$ cat config.mk
export PLATFORM = sky130hd
export DESIGN_NAME = serial_cmd_master
export DESIGN_NICKNAME = d
export VERILOG_FILES = /design/src/rtl/serial_cmd_master.sv
export SDC_FILE = /design/constraint.sdc
export NUM_CORES = 1
export LEC_CHECK = 0
export ABC_AREA = 1
export CELL_PAD_IN_SITES_DETAIL_PLACEMENT = 0
export CELL_PAD_IN_SITES_GLOBAL_PLACEMENT = 1
export CORE_MARGIN = 4
export CORE_UTILIZATION = 40
export CTS_BUF_LIST = sky130_fd_sc_hd__clkbuf_4
export CTS_CLUSTER_DIAMETER = 100
export DETAILED_ROUTE_END_ITERATION = 12
export PLACE_DENSITY = 0.87
export REMOVE_ABC_BUFFERS = 1
export SLEW_MARGIN = 20
export SYNTH_ARGS = -nofsm -noshare
export SYNTH_HDL_FRONTEND = slang
export SYNTH_SLANG_ARGS = --single-unit
$ cat constraint.sdc
create_clock -name clk -period 3.45 [get_ports clk]
set_clock_uncertainty 0.2 [all_clocks]
set_input_delay 0.69 -clock clk [delete_from_list [all_inputs] [get_ports clk]]
set_output_delay 0.69 -clock clk [all_outputs]
set_load 0.01 [all_outputs]
$ cat src/rtl/serial_cmd_master.sv
// Host-side initiator for the trigger board command protocol: sends opcode and
// arguments through a UART transmitter, then collects the reply with a silence timeout.
module serial_cmd_master #(
  parameter int MAXARGS  = 8,
  parameter int MAXREPLY = 32,
  parameter int TIMEOUT  = 5000000
) (
  input  logic                  clk,
  input  logic                  reset_n,
  input  logic                  cmd_valid,
  output logic                  cmd_ready,
  input  logic [7:0]            cmd_op,
  input  logic [3:0]            cmd_nargs,
  input  logic [8*MAXARGS-1:0]  cmd_args,
  input  logic [5:0]            cmd_nreply,
  input  logic                  txBusy,
  output logic                  txStart,
  output logic [7:0]            txData,
  input  logic                  rxReady,
  input  logic [7:0]            rxData,
  output logic                  rsp_valid,
  output logic [8*MAXREPLY-1:0] rsp_data,
  output logic [5:0]            rsp_count,
  output logic                  rsp_timeout,
  output logic [7:0]            rx_dropped,
  output logic                  busy
);

  localparam int TW = $clog2(TIMEOUT) + 1;
  localparam logic [3:0]    MAXARGS_C  = 4'(MAXARGS);
  localparam logic [5:0]    MAXREPLY_C = 6'(MAXREPLY);
  localparam logic [TW-1:0] TMO_LAST   = TW'(TIMEOUT - 1);
  localparam logic [TW-1:0] TMO_ONE    = TW'(1);

  typedef enum logic [2:0] {
    IDLE      = 3'd0,
    SEND      = 3'd1,
    SEND_WAIT = 3'd2,
    RECV      = 3'd3,
    DONE      = 3'd4
  } state_t;

  state_t               state_r;
  logic [7:0]           op_r;
  logic [8*MAXARGS-1:0] args_r;
  logic [3:0]           nargs_r;
  logic [3:0]           idx_r;
  logic [5:0]           nreply_r;
  logic [TW-1:0]        tmo_r;
  logic [3:0]           nargs_clamp_s;
  logic [5:0]           nreply_clamp_s;

  assign nargs_clamp_s  = (cmd_nargs > MAXARGS_C) ? MAXARGS_C : cmd_nargs;
  assign nreply_clamp_s = (cmd_nreply > MAXREPLY_C) ? MAXREPLY_C : cmd_nreply;
  assign cmd_ready      = (state_r == IDLE) && reset_n;
  assign busy           = (state_r != IDLE);

  // Wire byte 0 is the opcode, byte k is argument k-1.
  function automatic logic [7:0] tx_byte(input logic [7:0] op,
                                         input logic [8*MAXARGS-1:0] args,
                                         input logic [3:0] idx);
    logic [7:0] b;
    b = op;
    for (int k = 0; k < MAXARGS; k++) begin
      if (idx == 4'(k + 1)) b = args[8*k +: 8];
    end
    return b;
  endfunction

  // Command sequencer: send phase, reply collection, completion pulse.
  always_ff @(posedge clk) begin
    if (!reset_n) begin
      state_r     <= IDLE;
      op_r        <= 8'd0;
      args_r      <= {(8*MAXARGS){1'b0}};
      nargs_r     <= 4'd0;
      idx_r       <= 4'd0;
      nreply_r    <= 6'd0;
      tmo_r       <= {TW{1'b0}};
      txStart     <= 1'b0;
      txData      <= 8'd0;
      rsp_valid   <= 1'b0;
      rsp_data    <= {(8*MAXREPLY){1'b0}};
      rsp_count   <= 6'd0;
      rsp_timeout <= 1'b0;
    end else begin
      txStart   <= 1'b0;
      rsp_valid <= 1'b0;
      case (state_r)
        IDLE: begin
          if (cmd_valid && cmd_ready) begin
            op_r        <= cmd_op;
            args_r      <= cmd_args;
            nargs_r     <= nargs_clamp_s;
            nreply_r    <= nreply_clamp_s;
            idx_r       <= 4'd0;
            rsp_data    <= {(8*MAXREPLY){1'b0}};
            rsp_count   <= 6'd0;
            rsp_timeout <= 1'b0;
            state_r     <= SEND;
          end
        end
        SEND: begin
          if (!txBusy) begin
            txData  <= tx_byte(op_r, args_r, idx_r);
            txStart <= 1'b1;
            state_r <= SEND_WAIT;
          end
        end
        SEND_WAIT: begin
          // One spare cycle lets the UART raise txBusy before the next byte.
          if (idx_r < nargs_r) begin
            idx_r   <= idx_r + 4'd1;
            state_r <= SEND;
          end else if (nreply_r == 6'd0) begin
            rsp_valid <= 1'b1;
            state_r   <= DONE;
          end else begin
            tmo_r   <= {TW{1'b0}};
            state_r <= RECV;
          end
        end
        RECV: begin
          if (rxReady) begin
            for (int i = 0; i < MAXREPLY; i++) begin
              if (rsp_count == 6'(i)) rsp_data[8*i +: 8] <= rxData;
            end
            rsp_count <= rsp_count + 6'd1;
            tmo_r     <= {TW{1'b0}};
            if (rsp_count + 6'd1 == nreply_r) begin
              rsp_valid <= 1'b1;
              state_r   <= DONE;
            end
          end else if (tmo_r == TMO_LAST) begin
            rsp_timeout <= 1'b1;
            rsp_valid   <= 1'b1;
            state_r     <= DONE;
          end else begin
            tmo_r <= tmo_r + TMO_ONE;
          end
        end
        DONE: begin
          state_r <= IDLE;
        end
        default: begin
          state_r <= IDLE;
        end
      endcase
    end
  end

  // Saturating count of reply bytes that arrive while no reply is being collected.
  always_ff @(posedge clk) begin
    if (!reset_n) begin
      rx_dropped <= 8'd0;
    end else if (rxReady && (state_r != RECV) && (rx_dropped != 8'hFF)) begin
      rx_dropped <= rx_dropped + 8'd1;
    end
  end

endmodule

# Word-level counts from Yosys, hierarchy flattened
# Cells that the tools add are included.
# totals
register_bits	394
in_bits	95
wordCells	268
# classes
add_sub_neg	4
magnitude_cmp	3
eq_ne	89
mux	75
bitwise	1
reduce_logical	51
# ops
operator	n
$mux W256	2
$pmux W256 S2	1
$mux W8	40
$reduce_and A4 Y1	35
$eq A6 B5 Y1 const B	16
$mux W24	4
$ne A2 B2 Y1 const B	39
$eq A6 B4 Y1 const B	8
$pmux W24 S2	1
$add A24 B1 Y24 const B	1
$eq A24 B23 Y1 const B	1
$eq A6 B3 Y1 const B	4
$mux W3	7
$mux W6	3
$eq A4 B3 Y1 const B	4
$eq A6 B2 Y1 const B	2
$logic_not A6 Y1	2
$mux W4	3
$pmux W3 S4	1
$pmux W6 S2	1
$mux W1	9
$ne A3 B3 Y1 const B	3
$add A8 B1 Y8 const B	1
$eq A4 B2 Y1 const B	2
other kinds (23)	33

# Logic depth before layout (Yosys ltp)
# depth
ltp_word	9
depth_mapped	16
mapped_depth_nobuf	15

# Least setup slack after synthesis
# Ideal clock, no wire load.
# synth_path
path_type	input to register
startpoint	in reset_n
endpoint	reg rsp_data[109]
arrival_time_ns	1.938
slack_ns	1.247
stages	9
n_path_buf	1
cell_sequence	inv_2 > nor2_1 > nand2_1 > a21oi_2 > buf_2 > nand2_1 > inv_1 > nor2_1 > nor2_1
# synth_via
elab_chain_len	4
# synth_rtl
item	line	text
start: declaration	9	input logic reset_n,
$logic_and A1 B1 Y1	55	assign cmd_ready = (state_r == IDLE) && reset_n;
via cmd_ready	11	output logic cmd_ready,
$logic_and A1 B1 Y1	91	if (cmd_valid && cmd_ready) begin
$ne A2 B1 Y1 (no source line)	--	
$reduce_and A4 Y1 (no source line)	--	
end signal: assignment	83	rsp_data <= {(8*MAXREPLY){1'b0}};
end signal: assignment	97	rsp_data <= {(8*MAXREPLY){1'b0}};
end signal: indexed assignment	126	if (rsp_count == 6'(i)) rsp_data[8*i +: 8] <= rxData;
end: declaration	22	output logic [8*MAXREPLY-1:0] rsp_data,
# The timed path passes the listed nets, and every way through them passes these cells.
# A chain may end at the register's enable or synchronous reset.

# Worst setup path after layout
# layout_path
startpoint	reg state_r[2]
endpoint	out busy
# layout_via
elab_chain_len	1
# layout_rtl
item	line	text
start: declaration	43	state_t state_r;
start signal: assignment	73	state_r <= IDLE;
start signal: assignment	100	state_r <= SEND;
start signal: assignment	107	state_r <= SEND_WAIT;
$reduce_bool A3 Y1	56	assign busy = (state_r != IDLE);
end: declaration	26	output logic busy
# No other way between the ends.

==> impl_metrics.tcl <==
set metrics [dict create \
    power.internal_mw 8.66 \
    grt_usage 0.251 \
    synth.top_cell.area_share 0.491 \
    path_clk_slew_ps 70 \
    critPathLaunch "state_r[2]" \
    cap_violations 0 \
    netlist_instances 2208 \
    cp-end-kind "output pin" \
    synth_top_area_cell "dfxtp_1" \
    rows 73 \
    place_area_um2 20300 \
    cts_num_sinks 394 \
    wl_per_cell_um 17.7 \
    area_growth_pct 35.3 \
    stdcell_area_um2 21700 \
    r2r_end "rsp_data[154]" \
    port_buffers 377 \
    synth_cell_types 31 \
    fp.dieArea_um2 43400 \
    core_um2 39700 \
    leakagePower_nw 7.99 \
    via_count 16588 \
    ys.warnings.count 0 \
    fmax_mhz 334 \
    ys_top_cells_by_area "dfxtp_1 (49%), nand2_1 (10%), a21oi_1 (8.7%)" \
    seq_area_frac_synth 0.491 \
    grt_max_degree 206 \
    synth_most_common_cell "nand2_1" \
    cts_buffers 104 \
    nets 2702 \
    drive_gt1_frac 0.0848 \
    routed_wl_um 56800 \
    critPathLaunchType "register" \
    root_buffer "clkbuf_4" \
    endpoint "busy" \
    ys_top_cells_by_count "nand2_1 (438), dfxtp_1 (394), a21oi_1 (278), nor2_1 (248), nand3_1 (241)" \
    crit_type "reg2out" \
    avgViaCountPerCell 5.17 \
    critPathMaxFanout 4 \
    peakVddDrop_mv 0.247 \
    rsz0062_at_grt "false" \
    synth_top_family_by_area "simple AND/OR/NAND/NOR gates" \
    clock_power_share 0.326 \
    synth-xor-area-share 0.00927 \
    antenna_left 0 \
    relSlewSlack 0.280 \
    r2r_cells 7 \
    p_switching_mw 4.22 \
    whs_ps 216 \
    fin_setup_tns_ps 0 \
    firstDrtPassIters 5 \
    clk_path_buf_depth 3 \
    synth-main-ff-cell "dfxtp_1" \
    place_congestion 0.891 \
    cp.arrival_ps 2100 \
    drc_errors 0 \
    initial_core_util 0.404 \
    die_h_um 208 \
    outcome "complete, no violations" \
    period_needed_ps 2990 \
    ys_async_sr_fraction 0 \
    finalHoldViolCount 0 \
    first_global_vias 16082 \
    switching_share 0.328 \
    combPwrFrac 0.252 \
    muxShareOfSynthArea 0 \
    first_iter_violations 1070 \
    dieWidth_um 208 \
    synth_edf_count 0 \
    hpwl_um 37500 \
    yosys.area_share.simple 0.258 \
    tightest_slew_ps 1080 \
    cts_tree "built" \
    ys_seq_elements 394 \
    antenna_found_initial 3 \
    grt_pass1_wl_um 88700 \
    syn_area_per_cell_um2 7.27 \
    synth_compound_area_frac 0.163 \
    grt-ovfl-total 0 \
    post-route-period-util 0.867 \
    cellPowerDensity_nw_per_um2 593 \
    htreeDepth 3 \
    clkLatencyLatePin_ps 830 \
    syn_area_um2 16100 \
    worstPathRequired_ps 2560 \
    slew_violations 0 \
    seqPwrFrac 0.423 \
    setup_viol 0 \
    hp-class "in2reg" \
    finalPower_mw 12.9 \
    reg2reg_from "rsp_count[4]" \
    synthAdderAreaFrac 0.0101 \
    io_pins 378 \
    r2r_slack_ps 660 \
]
-- critical path, cell delays in order, from the launching register on --
cell             delay (ps)
dfxtp_1                 390
nor2_1                   70
nand2_1                 170
clkdlybuf4s50_1         660
-- final cells by class --
type | instances | area, µm²
clock buffers | 156 | 1170
well taps | 525 | 657
fillers | 3785 | 18000
diodes | 4 | 10.0
multi-input cells | 1532 | 7140
flip-flops and latches | 394 | 7890
repair buffers | 406 | 4070
inverters | 156 | 591
clock inverters | 33 | 198
-- flip-flops by register name, indices dropped and copies added (netlist names) --
register     flops
tmo_r           24
idx_r            4
rsp_timeout      1
state_r          3
op_r             8
rsp_valid        1
nargs_r          4
rx_dropped       8
rsp_data       256
rsp_count        6
txData           8
txStart          1
args_r          64
nreply_r         6
-- placed cells by master (no fill, tap or decap), drive strengths merged, types with 3 or more instances in the layout --
master         netlist  routed
buf                 25      30
nand3              241     241
or2                  6       6
clkdlybuf4s50        0     375
xor2                13      13
a211oi               4       4
clkbuf             101     156
inv                155     156
diode                0       4
ha                  13      13
o21ai              216     216
nand2              438     438
a21oi              279     279
nor3                32      32
nor2               248     248
a32o                 3       3
nand4               15      15
xnor2                4       4
dfxtp              394     394
nor3b                7       7
clkinvlp             0       3
clkinv               1      28
-- routing by layer --
metal | vias up | global-route usage | wire length (µm)
met5 | - | 0 | 0
met4 | 0 | 0.106 | 2100
met3 | 118 | 0.0771 | 4650
met2 | 606 | 0.397 | 25800
met1 | 7739 | 0.318 | 24300
li1 | 8125 | - | -
-- metrics by stage --
| step | utilization | setup WS [ps] | instances |
|---|---|---|---|
| after floorplan | - | -6180 | 2082 |
| after global placement | 0.512 | 412 | 3013 |
| after global routing | 0.547 | 261 | 3206 |
| final | 0.547 | 457 | 3206 |
| after detailed placement | 0.512 | 376 | 3013 |
| after CTS | 0.546 | 11.6 | 3202 |
-- power by group through the flow --
stage | registers, mW | logic, mW | clock network, mW
CTS | 5.45 | 3.25 | 4.30
detailed placement | 5.55 | 3.23 | 0
finish | 5.44 | 3.24 | 4.20
floorplan | 5.65 | 1.50 | 0
global route | 5.51 | 3.58 | 4.53
global placement | 5.52 | 3.20 | 0
-- logic make-up after synthesis --
| kind of cell | count (synthesis) |
|---|---|
| and+or+nand+nor | 990 |
| DFF | 394 |
| xor gates and xnor gates | 17 |
| buffers and inverters | 282 |
| adders and majority gates | 13 |
| AOI/OAI and AO/OA | 512 |
-- worst min path at each step --
stage | start | to | slack (ps) | cells past startpoint
detailed placement | args_r[6] | args_r[6] | 240 | 2
CTS | cmd_args[12] | args_r[12] | 160 | 3
floorplan | args_r[18] | args_r[18] | 220 | 2
global placement | args_r[55] | args_r[55] | 240 | 2
global route | cmd_args[11] | args_r[11] | 180 | 3
finish | cmd_args[12] | args_r[12] | 220 | 3
-- repair_timing --
action	CTS	global route
gates resized for setup	0	1
endpoints found under the setup margin	0	1
hold buffers	0	0
setup buffers	0	0
Note: power is estimated with default switching activity, not from simulation.
